`src/rtl/tlc5955_pkg.sv`:
```
// Shared TLC5955 definitions: frame geometry, control-frame field map and
// receiver FSM states. The writer side uses the same package.
package tlc5955_pkg;

  localparam int FRAME_LEN = 769;
  localparam int SR_W      = FRAME_LEN;
  localparam int GS_W      = 768;
  localparam int NUM_CH    = 48;
  localparam int GS_CH_W   = 16;
  localparam int CNT_W     = 11;

  localparam int MODE_BIT  = 768;
  localparam int HDR_MSB   = 767;
  localparam int HDR_LSB   = 760;
  localparam logic [7:0] CTRL_HEADER = 8'h96;

  localparam int FC_MSB = 370;
  localparam int FC_LSB = 366;
  localparam int BC_MSB = 365;
  localparam int BC_LSB = 345;
  localparam int MC_MSB = 344;
  localparam int MC_LSB = 336;
  localparam int DC_MSB = 335;
  localparam int DC_LSB = 0;
  localparam int CTRL_W = FC_MSB - DC_LSB + 1;

  typedef enum logic [1:0] {
    ST_IDLE   = 2'd0,
    ST_SHIFT  = 2'd1,
    ST_DECODE = 2'd2
  } rx_state_e;

  // Packed in the same order as the frame bits, so a straight slice casts in.
  typedef struct packed {
    logic [FC_MSB-FC_LSB:0] fc;
    logic [BC_MSB-BC_LSB:0] bc;
    logic [MC_MSB-MC_LSB:0] mc;
    logic [DC_MSB-DC_LSB:0] dc;
  } ctrl_fields_t;

  function automatic ctrl_fields_t extract_ctrl(input logic [SR_W-1:0] sr);
    return ctrl_fields_t'(sr[FC_MSB:DC_LSB]);
  endfunction

endpackage

```
`src/rtl/tlc5955_if.sv`:
```
// Serial bus between an LED-driver writer (master) and a TLC5955 receiver
// (slave); SOUT is the daisy-chain return.
interface tlc5955_if;
  logic SCLK;
  logic SIN;
  logic LAT;
  logic SOUT;

  modport master (output SCLK, output SIN, output LAT, input SOUT);
  modport slave  (input SCLK, input SIN, input LAT, output SOUT);
endinterface

```
`src/rtl/tlc5955_sync_edge.sv`:
```
// Multi-flop synchronizer with rising-edge detect for one asynchronous input.
// Edge detection is held off until the chain has refilled after reset.
module tlc5955_sync_edge #(
  parameter int STAGES = 2
) (
  input  logic spiClk,
  input  logic nReset,
  input  logic d,
  output logic q,
  output logic rise
);

  localparam logic [2:0] SETTLE_DONE = 3'(STAGES + 1);

  logic [STAGES-1:0] sync_q, sync_d;
  logic              prev_q, prev_d;
  logic [2:0]        settle_q, settle_d;
  logic              armed;

  // A line already high at reset release ripples in as 0->1; 'armed' masks it.
  assign armed = (settle_q == SETTLE_DONE);

  always_comb begin
    sync_d   = {sync_q[STAGES-2:0], d};
    prev_d   = sync_q[STAGES-1];
    settle_d = armed ? settle_q : settle_q + 3'd1;
  end

  always_ff @(posedge spiClk) begin
    if (!nReset) begin
      sync_q   <= '0;
      prev_q   <= 1'b0;
      settle_q <= 3'd0;
    end else begin
      sync_q   <= sync_d;
      prev_q   <= prev_d;
      settle_q <= settle_d;
    end
  end

  assign q    = sync_q[STAGES-1];
  assign rise = armed & sync_q[STAGES-1] & ~prev_q;

endmodule

```
`src/rtl/tlc5955_rx.sv`:
```
// TLC5955 serial receiver: shifts the 769-bit frame, decodes on LAT into
// control fields (with double-write confirmation) or the grayscale store.
module tlc5955_rx
  import tlc5955_pkg::*;
#(
  parameter int SYNC_STAGES = 2
) (
  input  logic                 spiClk,
  input  logic                 nReset,
  tlc5955_if.slave             ser,
  output logic [4:0]           fcOut,
  output logic [20:0]          bcOut,
  output logic [8:0]           mcOut,
  output logic [335:0]         dcOut,
  output logic                 ctrlValid,
  output logic                 ctrlMismatch,
  output logic                 gsStrobe,
  input  logic [5:0]           gsAddr,
  output logic [GS_CH_W-1:0]   gsData,
  output logic                 shortFrame
);

  localparam logic [CNT_W-1:0] CNT_MAX = '1;

  // Synchronizers: index 0 = SCLK, 1 = SIN, 2 = LAT
  logic [2:0] raw_in, sync_lvl, sync_rise;
  logic       sync_unused;
  logic       sclk_rise, lat_rise, sin_sync;

  assign raw_in = {ser.LAT, ser.SIN, ser.SCLK};

  generate
    for (genvar gi = 0; gi < 3; gi++) begin : g_sync
      tlc5955_sync_edge #(.STAGES(SYNC_STAGES)) u_sync (
        .spiClk (spiClk),
        .nReset (nReset),
        .d      (raw_in[gi]),
        .q      (sync_lvl[gi]),
        .rise   (sync_rise[gi])
      );
    end
  endgenerate

  assign sclk_rise   = sync_rise[0];
  assign lat_rise    = sync_rise[2];
  assign sin_sync    = sync_lvl[1];
  assign sync_unused = &{sync_lvl[0], sync_lvl[2], sync_rise[1]};

  rx_state_e          state_q, state_d;
  logic [SR_W-1:0]    sr_q, sr_d;
  logic [CNT_W-1:0]   cnt_q, cnt_d;
  logic               sout_q, sout_d;
  logic [GS_W-1:0]    gs_q, gs_d;
  logic [GS_CH_W-1:0] gs_data_q, gs_data_d;
  ctrl_fields_t       ctrl_q, ctrl_d;
  logic               have_ctrl_q, have_ctrl_d;
  logic               valid_q, valid_d;
  logic               mism_q, mism_d;
  logic               short_q, short_d;
  logic               gs_strobe_q, gs_strobe_d;
  ctrl_fields_t       frame_ctrl;

  assign frame_ctrl = extract_ctrl(sr_q);

  always_ff @(posedge spiClk) begin
    if (!nReset) state_q <= ST_IDLE;
    else         state_q <= state_d;
  end

  always_comb begin
    state_d = state_q;
    unique case (state_q)
      ST_IDLE:   if (lat_rise) state_d = ST_DECODE;
                 else if (sclk_rise) state_d = ST_SHIFT;
      ST_SHIFT:  if (lat_rise) state_d = ST_DECODE;
      ST_DECODE: state_d = ST_IDLE;
      default:   state_d = ST_IDLE;
    endcase
  end

  // ctrl_q is both the shadow copy and the output copy: they always update together.
  always_comb begin
    sr_d        = sr_q;
    cnt_d       = cnt_q;
    sout_d      = sout_q;
    gs_d        = gs_q;
    ctrl_d      = ctrl_q;
    have_ctrl_d = have_ctrl_q;
    valid_d     = valid_q;
    mism_d      = mism_q;
    short_d     = short_q;
    gs_strobe_d = 1'b0;

    if (sclk_rise) begin
      sr_d   = {sr_q[SR_W-2:0], sin_sync};
      sout_d = sr_q[SR_W-2];
      cnt_d  = (cnt_q == CNT_MAX) ? cnt_q : cnt_q + 1'b1;
    end

    if (state_q == ST_DECODE) begin
      cnt_d = {{(CNT_W-1){1'b0}}, sclk_rise};
      if (cnt_q < CNT_W'(FRAME_LEN)) begin
        short_d = 1'b1;
      end else if (!sr_q[MODE_BIT]) begin
        gs_d        = sr_q[GS_W-1:0];
        gs_strobe_d = 1'b1;
      end else if (sr_q[HDR_MSB:HDR_LSB] == CTRL_HEADER) begin
        if (!have_ctrl_q) begin
          ctrl_d      = frame_ctrl;
          have_ctrl_d = 1'b1;
        end else if (frame_ctrl == ctrl_q) begin
          valid_d = 1'b1;
        end else begin
          ctrl_d  = frame_ctrl;
          mism_d  = 1'b1;
          valid_d = 1'b0;
        end
      end
    end

    gs_data_d = (gsAddr < 6'(NUM_CH)) ? gs_q[{gsAddr, 4'b0000} +: GS_CH_W] : '0;
  end

  always_ff @(posedge spiClk) begin
    if (!nReset) begin
      sr_q        <= '0;
      cnt_q       <= '0;
      sout_q      <= 1'b0;
      gs_q        <= '0;
      gs_data_q   <= '0;
      ctrl_q      <= '0;
      have_ctrl_q <= 1'b0;
      valid_q     <= 1'b0;
      mism_q      <= 1'b0;
      short_q     <= 1'b0;
      gs_strobe_q <= 1'b0;
    end else begin
      sr_q        <= sr_d;
      cnt_q       <= cnt_d;
      sout_q      <= sout_d;
      gs_q        <= gs_d;
      gs_data_q   <= gs_data_d;
      ctrl_q      <= ctrl_d;
      have_ctrl_q <= have_ctrl_d;
      valid_q     <= valid_d;
      mism_q      <= mism_d;
      short_q     <= short_d;
      gs_strobe_q <= gs_strobe_d;
    end
  end

  assign ser.SOUT    = sout_q;
  assign fcOut       = ctrl_q.fc;
  assign bcOut       = ctrl_q.bc;
  assign mcOut       = ctrl_q.mc;
  assign dcOut       = ctrl_q.dc;
  assign ctrlValid   = valid_q;
  assign ctrlMismatch = mism_q;
  assign gsStrobe    = gs_strobe_q;
  assign gsData      = gs_data_q;
  assign shortFrame  = short_q;

endmodule

```
`src/flat_wrapper.sv`:
```
// flat-port wrapper written by rule: the top's interface ports become plain ports
module tlc5955_rx_flat import tlc5955_pkg::*;
#(
  parameter int SYNC_STAGES = 2
)
  (spiClk, nReset, fcOut, bcOut, mcOut, dcOut, ctrlValid, ctrlMismatch, gsStrobe, gsAddr, gsData, shortFrame, ser_SCLK, ser_SIN, ser_LAT, ser_SOUT);
  tlc5955_if ser_i ();
  input  logic spiClk;
  input  logic nReset;
  output logic [4:0] fcOut;
  output logic [20:0] bcOut;
  output logic [8:0] mcOut;
  output logic [335:0] dcOut;
  output logic ctrlValid;
  output logic ctrlMismatch;
  output logic gsStrobe;
  input  logic [5:0] gsAddr;
  output logic [GS_CH_W-1:0] gsData;
  output logic shortFrame;
  input wire logic [$bits(ser_i.SCLK)-1:0] ser_SCLK;
  input wire logic [$bits(ser_i.SIN)-1:0] ser_SIN;
  input wire logic [$bits(ser_i.LAT)-1:0] ser_LAT;
  output wire logic [$bits(ser_i.SOUT)-1:0] ser_SOUT;
  assign ser_i.SCLK = ser_SCLK;
  assign ser_i.SIN = ser_SIN;
  assign ser_i.LAT = ser_LAT;
  assign ser_SOUT = ser_i.SOUT;
  tlc5955_rx #(.SYNC_STAGES(SYNC_STAGES)) u_core (.spiClk(spiClk), .nReset(nReset), .ser(ser_i), .fcOut(fcOut), .bcOut(bcOut), .mcOut(mcOut), .dcOut(dcOut), .ctrlValid(ctrlValid), .ctrlMismatch(ctrlMismatch), .gsStrobe(gsStrobe), .gsAddr(gsAddr), .gsData(gsData), .shortFrame(shortFrame));
endmodule
```
`config.mk`:
```
export PLATFORM = sky130hd
export DESIGN_NAME = tlc5955_rx_flat
export DESIGN_NICKNAME = d
export VERILOG_FILES = /design/src/rtl/tlc5955_pkg.sv /design/src/rtl/tlc5955_if.sv /design/src/rtl/tlc5955_sync_edge.sv /design/src/rtl/tlc5955_rx.sv /design/src/flat_wrapper.sv
export SDC_FILE = /design/constraint.sdc
export NUM_CORES = 2
export LEC_CHECK = 0
export ABC_CLOCK_PERIOD_IN_PS = 4000
export CORE_UTILIZATION = 50
export DETAILED_ROUTE_END_ITERATION = 7
export PLACE_DENSITY = 0.68
export SYNTH_ARGS = -nofsm -noshare
export SYNTH_HDL_FRONTEND = slang
export SYNTH_SLANG_ARGS = --single-unit
```
`constraint.sdc`:
```
create_clock -name spiClk -period 4 [get_ports spiClk]
set_input_delay 0.8 -clock spiClk [delete_from_list [all_inputs] [get_ports spiClk]]
set_output_delay 0.8 -clock spiClk [all_outputs]
set_load 0.02 [all_outputs]
```
After elaboration in Yosys (flattened, before gate mapping):

Index checks and enable logic that the tools add are counted.

* bitwise operators: 12
* shift-type cells: 1
* equality and inequality tests: 11
* multiplexer cells: 11
* order comparisons: 2
* add/subtract/negate cells: 3
* reductions and logical operators: 14

Operator list (number)
* variable part select 768 x 11 -> 16 bit: 1
* 2-to-1 mux 371 bit: 2
* == test 371 bit: 1
* adder 11 x 1 -> 11 bit, second input constant: 1
* == test 11 bit, second input constant: 1
* less-than comparator 11 x 10 -> 1 bit, second input constant: 1
* AND reduction 2 bit: 5
* AND reduction 5 bit: 2
* == test 8 bit, second input constant: 1
* inverter 1 bit: 8
* adder 3 x 1 -> 3 bit, second input constant: 2
* == test 3 x 2 -> 1 bit, second input constant: 2
* less-than comparator 6 bit, second input constant: 1
* 2-to-1 mux 2 bit: 3
* inequality test 2 bit, second input constant: 3
* AND reduction 6 bit: 1
* 2-to-1 mux 1 bit: 5
* AND 1 bit: 4
* case mux 2 bit (2 select lines): 1
* AND reduction 4 bit: 1
* inequality test 3 bit, second input constant: 1
* AND reduction 3 bit: 1
* OR reduction 3 bit: 1
* == test 2 x 1 -> 1 bit, second input constant: 1
* other kinds (4): 4

* flip-flop bits (word level): 1957
* logic and storage cells: 77
* output and inout bits: 392
* input bits: 11

Longest topological paths before layout:

* depth in word-level cells: 6
* depth in mapped cells: 10
* depth with buffers taken out: 9

Modules after synthesis:

A second synthesis with hierarchy kept.

* cell total of the unflattened synthesis: 8442
* area total of the unflattened synthesis: 82848.2 µm²

By module, submodules not included
* tlc5955_rx: area an instance 82165.1 µm², instances 1, seq. area each 38877.3 µm², cells each 8379
* tlc5955_sync_edge: area an instance 227.7 µm², instances 3, seq. area each 120.1 µm², cells each 21

Worst setup path after synthesis:

Ideal clock, no wire load.

* kind: input-to-reg
* start point: in gsAddr[0]
* end point: reg u_core.gs_data_q[10], in the netlist u_core.gsData[10]
* path buffers: 3
* setup time: 115 ps
* path slack: 1078 ps
* data required time: 3885 ps
* stages on the path: 8
* arrival time: 2807 ps
* cell sequence: clkbuf_1 buf_2 buf_1 mux4_2 mux4_2 inv_1 o22ai_1 and2_1

* word-level cells in the longest chain between the ends: 2
* elaborated cells between the ends (all ways): 3
* classes of those cells: 1 x order compare; 1 x shift; 1 x reduce/logical

Ends and longest elaborated chain
* start: declaration: line flat_wrapper.sv:17 `input logic [5:0] gsAddr;`
* parallel branches: the longest is 2 deep, another holds variable part select 768 x 11 -> 16 bit
* end signal: assignment: line tlc5955_rx.sv:142 `gs_data_q <= gs_data_d;`
* end: declaration: line tlc5955_rx.sv:54 `logic [GS_CH_W-1:0] gs_data_q, gs_data_d;`

Several ways; the timed one is not identified.
A chain may end at the register's enable or synchronous reset.

Worst setup path after layout:

* start point: reg u_core.sr_q[361]
* end point: reg u_core.ctrl_q (netlist bit u_core.dcOut[125])

* word-level cells in the longest chain between the ends: 3

Ends and longest elaborated chain
* start: declaration: line tlc5955_rx.sv:50 `logic [SR_W-1:0] sr_q, sr_d;`
* start signal: assignment: line tlc5955_rx.sv:138 `sr_q <= sr_d;`
* == test 371 bit: line tlc5955_rx.sv:111 `end else if (frame_ctrl == ctrl_q) begin`
* inequality test 2 bit (no source line)
* AND reduction 5 bit (no source line)
* end signal: assignment: line tlc5955_rx.sv:143 `ctrl_q <= ctrl_d;`
* end: declaration: line tlc5955_rx.sv:55 `ctrl_fields_t ctrl_q, ctrl_d;`

Every way passes these cells.

==> qor_table.md <==
| Item | Value |
| --- | --- |
| Outcome | finished with violations |
| Failing checks | negative setup slack |
| Clock sinks | 1,956 |
| Total number of nets in the final design | 9,474 |
| Core Area | 0.163 mm2 |
| Worst hold margin | 0.430 ns |
| Cell variety after synth | 37 |
| Drt via density | 5.76 |
| Share of layout cells above drive strength 1 | 0.0876 |
| Critical path peak fanout | 25 |
| Hold Startpoint | u_core.g_sync[2].u_sync.prev_q |
| Final critical delay including setup and external delays | 4.08 ns |
| Startpoint type of the worst setup path | flop |
| I/O pin count | 403 |
| Post-synthesis xor/xnor area fraction | 0.0403 |
| Launching instance or port of the critical path | u_core.sr_q[361] |
| RSZ-0062 raised after global routing | false |
| CP cell instances | xnor2_1 -> nand4_1 -> nor4_1 -> nand3_1 -> nor4_2 -> buf_4 -> a31oi_4 -> buf_12 -> buf_12 -> mux2i_1 |
| CP required | 4.71 ns |
| Number of H-tree levels | 4 |
| Fraction of the mapped netlist area in compound gates | 0.143 |
| Cells on worst reg2reg path | 10 |
| Largest stage delay, worst path | 0.87 ns |
| Cell with the biggest individual delay on the critical path | sky130_fd_sc_hd__xnor2_1 |
| Worst vdd ir | 476 uV |
| Port Buffers | 402 |
| Routed Wire Length | 304 mm |
| Number of synthesized flops with an enable pin | 0 |
| HP Class | reg -> reg |
| Post-CTS setup repair buffer count | 0 |
| Routability congestion estimate | 1.04 |
| GR Util All Layers | 0.355 |
| Multiplexer share of the synthesized area | 0.113 |
| Final Hold Vio Count | 0 |
| # setup viols final | 319 |
| Arrival time of data at the critical path endpoint | 4.79 ns |
| # DRC | 0 |
| Source of the worst register-to-register timing path | u_core.sr_q[361] |
| Most frequently used cell type in the post-synthesis netlist | sky130_fd_sc_hd__nand2_1 |
| Instance count after placement with tap cells included | 11,400 |
| Lkg Pwr | 30.2 nW |
| # Max-Cap Violations | 0 |
| Clk Latency, worst-skew pair | 0.85 ns |
| End point of the most critical hold path | u_core.state_q[1] |
| Commonest cells post-synth | 3,831 x sky130_fd_sc_hd__nand2_1, 1,956 x sky130_fd_sc_hd__dfxtp_1, 1,539 x sky130_fd_sc_hd__a21boi_0 |
| Final period util | 1.02 |
| Fraction of registers with async set or reset after synthesis | 0 |
| CTS buffer count | 201 |
| Ratio of total power to cell area | 420 mW/mm2 |
| Post-synthesis cell area | 0.0821 mm2 |
| Internal reg-to-reg setup slack | -0.08 ns |
| Floorplan die height | 407 um |
| Slew of the pin with the lowest slew margin | 1.14 ns |
| FP Rows | 148 |
| Clock tree from TritonCTS | yes |
| Area growth, synth to finish | 16.8% |
| Router iterations before antenna repair | 6 |
| Total overflow reported by the global router | 0 |
| Routed via count | 68,000 |
| Final antenna-violating net count | 0 |
| Crit Path Category | reg -> reg |
| Standard cell area after detailed placement | 0.0889 mm2 |
| Routed len/inst | 25.7 um |
| Commonest register cell after synthesis | sky130_fd_sc_hd__dfxtp_1 |
| Cell depth of the worst min-delay path | 1 |
| Capture instance of the worst register-to-register path | u_core.dcOut[125] |
| Final Skew | 0.0272 ns |
| Horizontal extent of the die | 407 um |
| Wire length of the first global-routing pass | 436 mm |
| Die area | 0.166 mm2 |
| Final Worst Setup Slack | -0.0790 ns |
| Maximum root-to-sink buffer count | 3 |
| Fraction of the mapped netlist area in adder cells | 0.000762 |
| Post-Syn Area per Cell | 8.84 um2 |
| Number of synthesized register bits | 1,956 |
| Most Frequent Cell on Critical Path | sky130_fd_sc_hd__buf_12 |
| Kind of end point of the critical path | flop |
| Highest clock frequency the design can meet | 245 MHz |
| Share of Yosys cell area claimed by the top area cell type | 0.477 |
| Antenna violations before repair | 30 |
| Clock transition at the registers of the reported paths | 0.06 ns |
| Count of synthesis-stage warnings from yosys | 0 |
| Clock Tree Root | sky130_fd_sc_hd__clkbuf_16 |
| Post-layout instance count excluding filler cells | 11,800 |
| Maximum number of pins on one net before global-route repair | 201 |
| Library cell occupying the most area in the post-synthesis netlist | sky130_fd_sc_hd__dfxtp_1 |
| Starting Density | 0.504 |
| Placed wire-length estimate | 220 mm |
| Sequential fraction of the synthesis area | 0.477 |
| Top area cells in the synthesized netlist | sky130_fd_sc_hd__dfxtp_1 48%, sky130_fd_sc_hd__nand2_1 18%, sky130_fd_sc_hd__a21boi_0 14% |
| Number of nets in the synthesized netlist | 9,307 |
| Vias in the first global route | 62,600 |
| Area share of and/or/nand/nor cells after synthesis | 0.190 |
| Slew HR | 0.239 |
| DRC marker count from the first detailed-route iteration | 7,769 |
| Number of instances in the synthesized netlist | 9,291 |
| Combinational family with the most area after synthesis | simple AND/OR/NAND/NOR gates |
| Non-Filler Cell Area, Final | 0.0959 mm2 |
| Total count of max-transition violations in the final report | 0 |
power breakdown:
| part | internal [mW] | switching [mW] | total [mW] |
|---|---|---|---|
| clock network | 11.5 | 8.22 | 19.7 |
| logic | 0.394 | 0.634 | 1.03 |
| registers | 19.5 | 0.00957 | 19.5 |
| total | 31.4 | 8.86 | 40.3 |
per-stage QoR:
step	total power [mW]	setup slack, ns	utilization	TNS, ns
after floorplan	20.7	1.08	-	0
after global placement	20.9	-0.0584	0.546	-6.85
after detailed placement	21.0	-0.132	0.546	-27.65
after CTS	40.4	0.110	0.588	0
after global routing	41.2	0.0870	0.588	0
final	40.3	-0.0790	0.588	-9.54
logic make-up after synthesis:
| kind of cell | Yosys count |
|---|---|
| fa+ha+maj | 5 |
| compound gates | 1572 |
| mux | 630 |
| buf+inv | 721 |
| flops | 1956 |
| xor+xnor | 378 |
| simple gates | 4029 |
cell usage in the layout (no fill, tap or decap), types with 2 or more instances in the layout:
| cell | n |
|---|---|
| sky130_fd_sc_hd__a21boi_0 | 1539 |
| sky130_fd_sc_hd__a21oi_1 | 5 |
| sky130_fd_sc_hd__a31oi_1 | 2 |
| sky130_fd_sc_hd__and2_1 | 30 |
| sky130_fd_sc_hd__and4_1 | 2 |
| sky130_fd_sc_hd__buf_12 | 68 |
| sky130_fd_sc_hd__buf_4 | 196 |
| sky130_fd_sc_hd__buf_8 | 2 |
| sky130_fd_sc_hd__bufinv_16 | 17 |
| sky130_fd_sc_hd__clkbuf_1 | 42 |
| sky130_fd_sc_hd__clkbuf_16 | 204 |
| sky130_fd_sc_hd__clkbuf_8 | 56 |
| sky130_fd_sc_hd__clkdlybuf4s50_1 | 397 |
| sky130_fd_sc_hd__clkinv_16 | 2 |
| sky130_fd_sc_hd__clkinv_2 | 31 |
| sky130_fd_sc_hd__clkinv_8 | 5 |
| sky130_fd_sc_hd__clkinvlp_4 | 3 |
| sky130_fd_sc_hd__dfxtp_1 | 1956 |
| sky130_fd_sc_hd__diode_2 | 10 |
| sky130_fd_sc_hd__ha_1 | 5 |
| sky130_fd_sc_hd__inv_1 | 20 |
| sky130_fd_sc_hd__inv_6 | 5 |
| sky130_fd_sc_hd__mux2i_1 | 390 |
| sky130_fd_sc_hd__mux4_2 | 240 |
| sky130_fd_sc_hd__nand2_1 | 3831 |
| sky130_fd_sc_hd__nand2b_1 | 3 |
| sky130_fd_sc_hd__nand3_1 | 6 |
| sky130_fd_sc_hd__nand4_1 | 92 |
| sky130_fd_sc_hd__nor2_1 | 11 |
| sky130_fd_sc_hd__nor2b_1 | 3 |
| sky130_fd_sc_hd__nor3_1 | 3 |
| sky130_fd_sc_hd__nor4_1 | 33 |
| sky130_fd_sc_hd__nor4_2 | 3 |
| sky130_fd_sc_hd__o21ai_0 | 6 |
| sky130_fd_sc_hd__o22ai_1 | 16 |
| sky130_fd_sc_hd__or3_1 | 3 |
| sky130_fd_sc_hd__xnor2_1 | 332 |
| sky130_fd_sc_hd__xnor2_2 | 2 |
| sky130_fd_sc_hd__xor2_1 | 44 |
routing by layer:
metal  up-vias  GRT usage  part of all wire
met5         -          0           0.00030
met4        14      0.200             0.063
met3       690     0.0948              0.10
met2      3074      0.514              0.42
met1     33300      0.476              0.41
li1      30900          -                 -
final cells by class:
cell class                 instances  area (um2)
sequential                      1956       39200
inverter                          20        75.1
clock inverter                    65         902
clock buffer                     302        6030
timing repair buffer             665        6870
antenna                           10        25.0
multi-input combinational       6614       40100
fill                           14300       67100
tap                             2175        2720
sequential cells by signal, indices dropped and copies added, names as in the netlist, 2 cells and up:
name,cells
u_core.bcOut,21
u_core.state_q,2
u_core.g_sync.u_sync.settle_q,6
u_core.dcOut,336
u_core.g_sync.u_sync.prev_q,2
u_core.g_sync.u_sync.sync_q,6
u_core.gsData,16
u_core.gs_q,768
u_core.mcOut,9
u_core.fcOut,5
u_core.sr_q,768
u_core.cnt_q,11
what timing repair did:
item	in CTS	in global routing
gates resized for setup	1	1
setup endpoints to repair	354	356
hold buffers	0	0
pin swaps	0	0
endpoints found under the hold margin	0	0
how the worst max path moves through the flow:
stage,end,slack [ns]
CTS,u_core.mcOut[0],0.11
detailed placement,u_core.mcOut[0],-0.13
global route,u_core.bcOut[18],0.09
global placement,u_core.dcOut[20],-0.06
finish,u_core.dcOut[125],-0.08
floorplan,u_core.gsData[10],1.08
critical path: cells and delay by family, from the launching register on:
kind            cells  cell delay, ns
xor+xnor            1            0.87
flops               1            0.36
buf+inv             3            0.63
simple gates        4            1.72
mux                 1            0.15
compound gates      1            0.12
(Power assumes the default switching activity.)
